## config.mk

```make
export PLATFORM = sky130hd
export DESIGN_NAME = pipe_stage_buf
export DESIGN_NICKNAME = d
export VERILOG_FILES = /design/src/rtl/pipe_stage_buf.sv
export SDC_FILE = /design/constraint.sdc
export NUM_CORES = 1
export LEC_CHECK = 0
export BUFFER_PORTS_ARGS = -buffer_cell sky130_fd_sc_hd__buf_2
export CAP_MARGIN = 20
export CORE_ASPECT_RATIO = 1.4
export CORE_MARGIN = 2
export CORE_UTILIZATION = 30
export DETAILED_ROUTE_END_ITERATION = 12
export SYNTH_ARGS = -nofsm -noshare
export SYNTH_HDL_FRONTEND = slang
export SYNTH_SLANG_ARGS = --single-unit
```

## constraint.sdc

```tcl
create_clock -name clk -period 5.8 [get_ports clk]
set_input_delay 0.29 -clock clk [delete_from_list [all_inputs] [get_ports clk]]
set_output_delay 0.29 -clock clk [all_outputs]
set_load 0.02 [all_outputs]
```

## src/rtl/pipe_stage_buf.sv

```systemverilog
// Inter-stage pipeline register with valid/ready handshake, 2-entry skid buffer and sync flush.
// Optional perf counters (stall/flush) are built when PIPE_STAGE_PERF_EN is defined.
module pipe_stage_buf #(
    parameter int unsigned          PC_W           = 32,
    parameter int unsigned          DW             = 32,
    parameter logic [PC_W-1:0]      PC_RESET_VAL   = '0,
    parameter logic [DW-1:0]        DATA_RESET_VAL = '0
`ifdef PIPE_STAGE_PERF_EN
    ,
    parameter int unsigned          CNT_W          = 32
`endif
) (
    input  logic              clk,
    input  logic              rst,
    input  logic              flush_i,
    input  logic              in_valid_i,
    output logic              in_ready_o,
    input  logic [PC_W-1:0]   in_pc_i,
    input  logic [DW-1:0]     in_data_i,
    output logic              out_valid_o,
    input  logic              out_ready_i,
    output logic [PC_W-1:0]   out_pc_o,
    output logic [DW-1:0]     out_data_o
`ifdef PIPE_STAGE_PERF_EN
    ,
    output logic [CNT_W-1:0]  stall_cnt_o,
    output logic [CNT_W-1:0]  flush_cnt_o
`endif
);

    typedef enum logic [1:0] {
        StEmpty = 2'd0,
        StOne   = 2'd1,
        StFull  = 2'd2
    } state_e;

    state_e            state_q, state_d;
    logic              in_ready_q, in_ready_d;
    logic [PC_W-1:0]   head_pc_q, head_pc_d;
    logic [DW-1:0]     head_data_q, head_data_d;
    logic [PC_W-1:0]   skid_pc_q, skid_pc_d;
    logic [DW-1:0]     skid_data_q, skid_data_d;

    logic              in_fire;
    logic              out_fire;
    logic              out_valid;

    assign out_valid = (state_q != StEmpty);
    assign in_fire   = in_valid_i & in_ready_q;
    assign out_fire  = out_valid & out_ready_i;

    always_comb begin
        state_d     = state_q;
        head_pc_d   = head_pc_q;
        head_data_d = head_data_q;
        skid_pc_d   = skid_pc_q;
        skid_data_d = skid_data_q;

        unique case (state_q)
            StEmpty: begin
                if (in_fire) begin
                    state_d     = StOne;
                    head_pc_d   = in_pc_i;
                    head_data_d = in_data_i;
                end
            end
            StOne: begin
                if (in_fire && out_fire) begin
                    head_pc_d   = in_pc_i;
                    head_data_d = in_data_i;
                end else if (in_fire) begin
                    state_d     = StFull;
                    skid_pc_d   = in_pc_i;
                    skid_data_d = in_data_i;
                end else if (out_fire) begin
                    state_d     = StEmpty;
                    head_pc_d   = PC_RESET_VAL;
                    head_data_d = DATA_RESET_VAL;
                end
            end
            StFull: begin
                if (out_fire) begin
                    state_d     = StOne;
                    head_pc_d   = skid_pc_q;
                    head_data_d = skid_data_q;
                end
            end
            default: begin
                state_d     = StEmpty;
                head_pc_d   = PC_RESET_VAL;
                head_data_d = DATA_RESET_VAL;
            end
        endcase

        // Flush wins over everything; the head reloads the bubble values so outputs read as NOP.
        if (flush_i) begin
            state_d     = StEmpty;
            head_pc_d   = PC_RESET_VAL;
            head_data_d = DATA_RESET_VAL;
        end

        in_ready_d = (state_d != StFull);
    end

    always_ff @(posedge clk or posedge rst) begin
        if (rst) begin
            state_q     <= StEmpty;
            in_ready_q  <= 1'b1;
            head_pc_q   <= PC_RESET_VAL;
            head_data_q <= DATA_RESET_VAL;
            skid_pc_q   <= PC_RESET_VAL;
            skid_data_q <= DATA_RESET_VAL;
        end else begin
            state_q     <= state_d;
            in_ready_q  <= in_ready_d;
            head_pc_q   <= head_pc_d;
            head_data_q <= head_data_d;
            skid_pc_q   <= skid_pc_d;
            skid_data_q <= skid_data_d;
        end
    end

    assign in_ready_o  = in_ready_q;
    assign out_valid_o = out_valid;
    assign out_pc_o    = head_pc_q;
    assign out_data_o  = head_data_q;

`ifdef PIPE_STAGE_PERF_EN
    logic [CNT_W-1:0] stall_cnt_q, stall_cnt_d;
    logic [CNT_W-1:0] flush_cnt_q, flush_cnt_d;

    always_comb begin
        stall_cnt_d = stall_cnt_q;
        flush_cnt_d = flush_cnt_q;
        if (out_valid && !out_ready_i) begin
            stall_cnt_d = stall_cnt_q + 1'b1;
        end
        if (flush_i) begin
            flush_cnt_d = flush_cnt_q + 1'b1;
        end
    end

    always_ff @(posedge clk or posedge rst) begin
        if (rst) begin
            stall_cnt_q <= '0;
            flush_cnt_q <= '0;
        end else begin
            stall_cnt_q <= stall_cnt_d;
            flush_cnt_q <= flush_cnt_d;
        end
    end

    assign stall_cnt_o = stall_cnt_q;
    assign flush_cnt_o = flush_cnt_q;
`endif

endmodule

```

# Word-level counts from Yosys, hierarchy flattened

Index checks and enable logic that the tools add are counted.

Register bits: 131
Output and inout port bits: 66
Word-level logic and storage cells: 40

Bitwise logic cells: 3
Equal/unequal tests: 7
Mux-type cells: 19
Reductions and logical operators: 5

Operators by type and width:

| cell                 | number |
|---|---|
| $mux W32             | 10 |
| $pmux W32 S3         | 2 |
| $mux W2              | 6 |
| $ne A4 B4 Y1 const B | 2 |
| $ne A3 B3 Y1 const B | 2 |
| $pmux W2 S3          | 1 |
| $reduce_and A4 Y1    | 1 |
| $reduce_and A3 Y1    | 1 |
| $and A1 B1 Y1        | 2 |
| $eq A2 B1 Y1 const B | 1 |
| $eq A2 B2 Y1 const B | 1 |
| $logic_not A2 Y1     | 1 |
| $ne A2 B2 Y1 const B | 1 |
| $reduce_bool A2 Y1   | 1 |
| $logic_and A1 B1 Y1  | 1 |
| $not A1 Y1           | 1 |

# Longest topological paths before layout

Gate-level depths: netlist of run 1.

Depth after elaboration: 8
Mapped depth: 6
Gate-level depth less buffers: 4

# Worst setup path after synthesis of run 1

No wires, ideal clock.

Kind: flip-flop to flip-flop
Start point: reg in_ready_q, in the netlist in_ready_o
End point: reg skid_pc_q[0]
Path slack: 4.207 ns
Cell stages (with the launch flop): 5
Buffers on the path: 1
Arrival: 1.469 ns
Clock period less this slack: 1.593 ns
Path through: dfstp_2 nand4b_4 nor2_4 buf_4 mux2_2

Longest elaborated chain between the ends: 4

RTL lines:

| item                            | line | RTL |
|---|---|---|
| start, declared                 | 38   | `logic in_ready_q, in_ready_d;` |
| start signal, assigned          | 115  | `in_ready_q <= in_ready_d;` |
| $and A1 B1 Y1 (*)               | 49   | `assign in_fire = in_valid_i & in_ready_q;` |
| $logic_and A1 B1 Y1             | 68   | `if (in_fire && out_fire) begin` |
| $not A1 Y1 (no line)            | n/a  |  |
| $reduce_and A3 Y1 (no line) (*) | n/a  |  |
| end signal, assigned            | 118  | `skid_pc_q <= skid_pc_d;` |
| end, declared                   | 41   | `logic [PC_W-1:0] skid_pc_q, skid_pc_d;` |

Every way passes the cells marked *; elsewhere a longest branch is shown, timed or not.
A chain may end at the register's enable or synchronous reset.

# Worst setup path in the final report of run 1

Start point: reg state_q[0]
End point: reg head_pc_q[30], in the netlist out_pc_o[30]

Longest elaborated chain between the ends: 6

RTL lines:

| item                   | line | RTL |
|---|---|---|
| start, declared        | 37   | `state_e state_q, state_d;` |
| start signal, assigned | 107  | `state_q <= StEmpty;` |
| start signal, assigned | 114  | `state_q <= state_d;` |
| $reduce_bool A2 Y1     | 48   | `assign out_valid = (state_q != StEmpty);` |
| $and A1 B1 Y1          | 50   | `assign out_fire = out_valid & out_ready_i;` |
| $logic_and A1 B1 Y1    | 68   |  |
| $mux W32               | 68   |  |
| $pmux W32 S3           | 59   | `unique case (state_q)` |
| $mux W32               | 96   | `if (flush_i) begin` |
| end signal, assigned   | 116  | `head_pc_q <= head_pc_d;` |
| end, declared          | 39   | `logic [PC_W-1:0] head_pc_q, head_pc_d;` |

Several ways; a longest one is shown, not always the timed one.

==> results of run 1 <==
[stage by stage]
step                setup slack, ns  power [µW]  area [µm²]  cells  hold slack [ns]
detailed placement             2.67        1660        7010    806            0.401
global route                   2.48        2880        7630    840            0.116
global placement               2.64        1620        6980    805            0.383
floorplan                      2.01        1510        6230    450            0.353
finish                         2.72        2730        7630    841            0.124
CTS                            2.67        2770        7620    839            0.106
[metal layers]
| layer | vias to the layer above | part of all wire | wire length [µm] | GRT usage |
|---|---|---|---|---|
| met3 | 19 | 0.045 | 688 | 0.0394 |
| li1 | 1987 | - | - | - |
| met2 | 96 | 0.51 | 7770 | 0.252 |
| met4 | 4 | 0.016 | 243 | 0.0499 |
| met1 | 2196 | 0.43 | 6630 | 0.171 |
| met5 | - | 0.0018 | 27 | 0 |
[path summary, 6_finish.rpt]
path	cells past startpoint	end	slack [ns]	from
setup / recovery	5	out_pc_o[30]	2.72	state_q[0]
hold / removal	2	skid_data_q[8]	0.12	in_data_i[8]
setup reg to reg	5	out_pc_o[30]	2.72	state_q[0]
hold reg to reg	1	skid_pc_q[9]	0.49	skid_pc_q[9]
max in group asynchronous	4	state_q[1]	3.88	rst
min in group asynchronous	3	skid_data_q[4]	0.51	rst
[layout by cell type, fill, tap and decap left out, types with 6 or more instances in the layout]
cell type,synthesis,routed
buf_2,11,134
dfrtp_1,130,128
mux2i_1,64,64
o2bb2ai_1,64,64
a22o_1,64,64
mux2_2,35,35
mux2_1,29,29
clkbuf_16,0,17
buf_4,11,6
[cells in the mapped netlist (all sizes together)]
cell type	count
mux2	64
a21o	2
nand3	1
o2bb2ai	64
buf	38
inv	2
or2	1
dfrtp	130
nand2b	1
a211o	1
mux2i	64
a21oi	3
nand3b	3
a22oi	1
clkbuf	3
nand2	2
dfstp	1
nor2	4
nand4b	1
a22o	64
[power groups by stage]
stage                     Clock [µW]  Sequential [µW]  Combinational (µW)
after floorplan                    0             1220                 287
after global placement             0             1200                 425
after detailed placement           0             1210                 449
after CTS                       1130             1190                 449
after global routing            1180             1210                 487
final                           1100             1190                 440
[sequential cells by signal (all words and copies together) (netlist names)]
| signal | cells |
|---|---|
| skid_pc_q | 32 |
| out_data_o | 32 |
| in_ready_o | 1 |
| skid_data_q | 32 |
| state_q | 2 |
| out_pc_o | 32 |
[critical path, delay by kind of cell, from the launching register on]
family | cells | cell delay, ns
buffers and inverters | 2 | 1.05
DFF | 1 | 0.81
and+or+nand+nor | 1 | 0.19
AOI/OAI and AO/OA | 2 | 0.95
[logic make-up (layout without fill, tap and decap cells)]
| logic type | Yosys count | in the layout | share of synthesized area |
|---|---|---|---|
| AO/OA/AOI/OAI | 135 | 135 | 0.189 |
| buffers and inverters | 43 | 176 | 0.0504 |
| other | 0 | 2 | 0 |
| flip-flops | 131 | 131 | 0.526 |
| multiplexers | 128 | 128 | 0.218 |
| AND/OR/NAND/NOR | 13 | 13 | 0.0159 |
[area by class of cell]
| type | count | area share |
|---|---|---|
| Timing Repair Buffer | 142 | 0.0987 |
| Clock buffer | 23 | 0.0626 |
| Antenna cell | 2 | 0.000656 |
| Inverter | 2 | 0.00164 |
| Tap cell | 256 | 0.0420 |
| Sequential cell | 131 | 0.430 |
| Multi-Input combinational cell | 276 | 0.347 |
| Clock inverter | 9 | 0.0167 |
==> results_dict.tcl, run 1 <==
set metrics [dict create \
    outcome "finished, final reports clean" \
    yosysSeqAreaShare 0.526 \
    dieArea_um2 22000 \
    wl_per_cell_um 18.3 \
    cts_sinks 131 \
    synth_seq_cells 131 \
    crit_top_cell "buf_4" \
    core_um2 20500 \
    cts_tree "yes" \
    grt_use_total 0.144 \
    cts_resized 0 \
    cts_setup_buffers 0 \
    cp_data_arrival_time_ns 3.42 \
    antenna_found_initial 4 \
    period_share 0.532 \
    worst_slew_pin_slew_ns 0.923 \
    setup_tns_ns 0 \
    fin_skew_ns 0.00863 \
    synth_top_area_cell "dfrtp_1" \
    vdd_drop_max_v 0.000152 \
    drc_errors 0 \
    clockRootBuffer "clkbuf_16" \
    cts.clk_slew.worst_paths_ns 0.06 \
    n_fill_cell 2025 \
    yosys_warnings 0 \
    switchingPower_uw 724 \
    slew_viol_final 0 \
    cap_violations 0 \
    die_height_um 175 \
    h-tree-depth 4 \
    drive_above_1_share 0.369 \
    io_buffers 134 \
    gp_congestion 0.684 \
    grt_max_degree 73 \
    die_w_um 126 \
    hold_viol_final 0 \
    io_pins 135 \
    ant_nets 0 \
    hold_path_class "in -> reg" \
    max_slew_margin 0.384 \
    drtIter0Drc 160 \
    clk_path_buf_depth 2 \
    power.density_nw_per_um2 358 \
    avgSynthCellArea_um2 13.8 \
    switching_share 0.265 \
    p_int_uw 2010 \
    postLayoutCoreUtil 0.373 \
    synth_cell_types 27 \
    rsz0062_at_grt "no" \
    seqCellArea_um2 3280 \
    yosysTopAreaCellShare 0.522 \
    path_max_fanout 39 \
    syn2layout_area_growth_pct 22.4 \
    layout.nets 639 \
    synth_area_um2 6230 \
    rows 62 \
    cp.required_ns 6.14 \
    combPwrFrac 0.161 \
    fin_crit_ns 3.08 \
    clkLatencyLatePin_ns 0.41 \
    synth_area_leaders "dfrtp_1, mux2i_1, a22o_1, o2bb2ai_1, mux2_2" \
    worstSetupEndpointType "register" \
    max_stage_delay_ns 0.81 \
    startpoint_type "register" \
    dr.pass1.iters 4 \
    finalSetupViolCount 0 \
    routed_via_density 5.12 \
    cp_slowest_cell "dfrtp_2" \
    fmax_mhz 324 \
    multi_input_area_um2 2650 \
    synthCells 450 \
    leakage_uw 0.00341 \
    dp_hpwl_mm 10.1 \
    grt_pass1_vias 4763 \
    crit_chain "buf_4 > nand3b_1 > a21oi_4 > buf_4 > a22o_1" \
    cts_made_buffers 17 \
    wirelength_mm 15.4 \
    critPathKind "reg -> reg" \
    hold_buffers 1 \
    synthesis.nets 519 \
    via_count 4302 \
    grt-ovfl-total 0 \
    start_util 0.304 \
    seqPwrFrac 0.436 \
    grt_pass1_wl_mm 25.1 \
    pwr-share-clk 0.403 \
]
Power figures use the tool's default switching activity.
==> inputs of run 2 (changes only) <==
==> constraint.sdc (replaced) <==
create_clock -name clk -period 2.75 [get_ports clk]
set_input_delay 0.1375 -clock clk [delete_from_list [all_inputs] [get_ports clk]]
set_output_delay 0.1375 -clock clk [all_outputs]
set_load 0.02 [all_outputs]
==> results_dict.tcl, run 2 (synthesis gave the netlist of run 1 again) <==
set metrics [dict create \
    crit_top_cell "buf_4" \
    cts_sinks 131 \
    wl_met1_mm 6.59 \
    cp.required_ns 3.10 \
    cts_tree "yes" \
    layout.nets 710 \
    finalSetupViolCount 0 \
    cts_made_buffers 17 \
    h-tree-depth 4 \
    syn2layout_area_growth_pct 33.8 \
    power.density_nw_per_um2 700 \
    routed_via_density 5.06 \
    n_fill_cell 1946 \
    r2r_slack_ns 0.46 \
    cp_slowest_cell "buf_4" \
    worst_slew_pin_slew_ns 0.776 \
    dp_hpwl_mm 9.81 \
    wl_met3_um 538 \
    ant_nets 0 \
    rsz0062_at_grt "no" \
    grt_pass1_wl_mm 25.3 \
    worst_slack_ns 0.458 \
    drive_above_1_share 0.342 \
    max_slew_margin 0.483 \
    hold_end "in_ready_o" \
    setup_tns_ns 0 \
    cts.clk_slew.worst_paths_ns 0.06 \
    clkLatencyLatePin_ns 0.42 \
    start_util 0.304 \
    max_stage_delay_ns 0.52 \
    cp_data_arrival_time_ns 2.64 \
    crit_chain "buf_4 > nand3b_1 > a21oi_4 > buf_4 > a22o_1" \
    path_max_fanout 45 \
    grt_pass1_vias 4881 \
    grt_max_degree 132 \
    io_pins 135 \
    vdd_drop_max_v 0.000354 \
    design_area_um2 8340 \
    antennaDiodeCount 0 \
    mostFrequentLayoutCell "buf_2" \
    wirelength_mm 15.4 \
    rows 62 \
    drc_errors 0 \
    grt_use_total 0.144 \
    place_area_um2 7080 \
    fmax_mhz 436 \
    slew_viol_final 0 \
    cp-startpoint "state_q[0]" \
    cap_violations 0 \
    fin_crit_ns 2.29 \
    clockRootBuffer "clkbuf_16" \
    die_w_um 126 \
    dr.pass1.iters 4 \
    timing.rr.end "out_pc_o[18]" \
    wl_per_cell_um 17.0 \
    reg2reg_from "state_q[0]" \
    period_share 0.834 \
    core_um2 20500 \
    critPathKind "reg -> reg" \
    hold_path_class "in -> reg" \
    fin_skew_ns 0.00775 \
    startpoint_type "register" \
    gp_congestion 0.720 \
    die_height_um 175 \
    worstSetupEndpointType "register" \
    grt-ovfl-total 0 \
    final_cell_mix "buf_2, dfrtp_1, dlygate4sd3_1" \
    via_count 4604 \
    leakage_uw 0.00372 \
    hold_viol_final 0 \
    post-place-ws_ns 0.445 \
    clk_path_buf_depth 2 \
    dieArea_um2 22000 \
    outcome "finished, final reports clean" \
    power.total_uw 5840 \
    hold_start "out_ready_i" \
    drtIter0Drc 119 \
    io_buffers 134 \
    met2_length_mm 7.94 \
    antenna_found_initial 0 \
    reg2reg_depth 5 \
    hold_depth 2 \
    highest-signal-layer "met4" \
    cts_resized 0 \
]
## run 2: cell types whose count changed in the layout (fill, tap and decap cells not counted)
cell / delta
dlygate4sd3_1: +65
buf_4: +4
clkbuf_1: -3
clkinv_4: +3
buf_12: +2
clkbuf_8: -2
clkinvlp_4: +2
diode_2: -2
inv_6: -1
## run 2: worst max-delay path by stage
stage / endpoint / slack, ns
2_1_floorplan: out_data_o[0] / 0.99
3_3_place_gp: out_data_o[2] / 0.41
3_5_place_dp: skid_data_q[5] / 0.45
4_1_cts: out_pc_o[18] / 0.44
5_1_grt: out_pc_o[14] / 0.33
6_report: out_pc_o[18] / 0.46
## run 2: worst max-delay path, delay by kind of cell (launching register included)
family	cells	cell delay (ns)
compound gates	2	0.68
buf+inv	2	0.84
flops	1	0.48
simple gates	1	0.21
## run 2: report_power, final
part | internal, µW | switching (µW)
Clock | 1440 | 869
Sequential | 2300 | 194
Combinational | 517 | 516
## run 2: cell type report
type,count,area (µm²),area share
clock inverters,13,161,0.0194
flip-flops and latches,131,3280,0.394
clock buffers,18,439,0.0527
inverters,2,11.3,0.00135
well taps,256,320,0.0384
multi-input cells,276,2650,0.318
repair buffers,213,1470,0.177
## run 2: per-layer routing
metal,vias up,global-route usage
li1,2134,-
met1,2335,0.168
met2,111,0.253
met3,24,0.0335
met4,0,0.0600
met5,-,0
## run 2: per-stage QoR
stage,instances,hold slack [ns],util
6_report,909,0.0800,0.407
3_3_place_gp,811,0.388,0.344
2_1_floorplan,450,0.201,-
4_1_cts,909,0.0552,0.407
3_5_place_dp,812,0.391,0.346
5_1_grt,909,0.0852,0.407
## run 2: what timing repair did
action,in CTS,in global routing
setup endpoints to repair,0,0
hold buffers,66,0
setup buffers,0,0
hold endpoints to repair,195,0
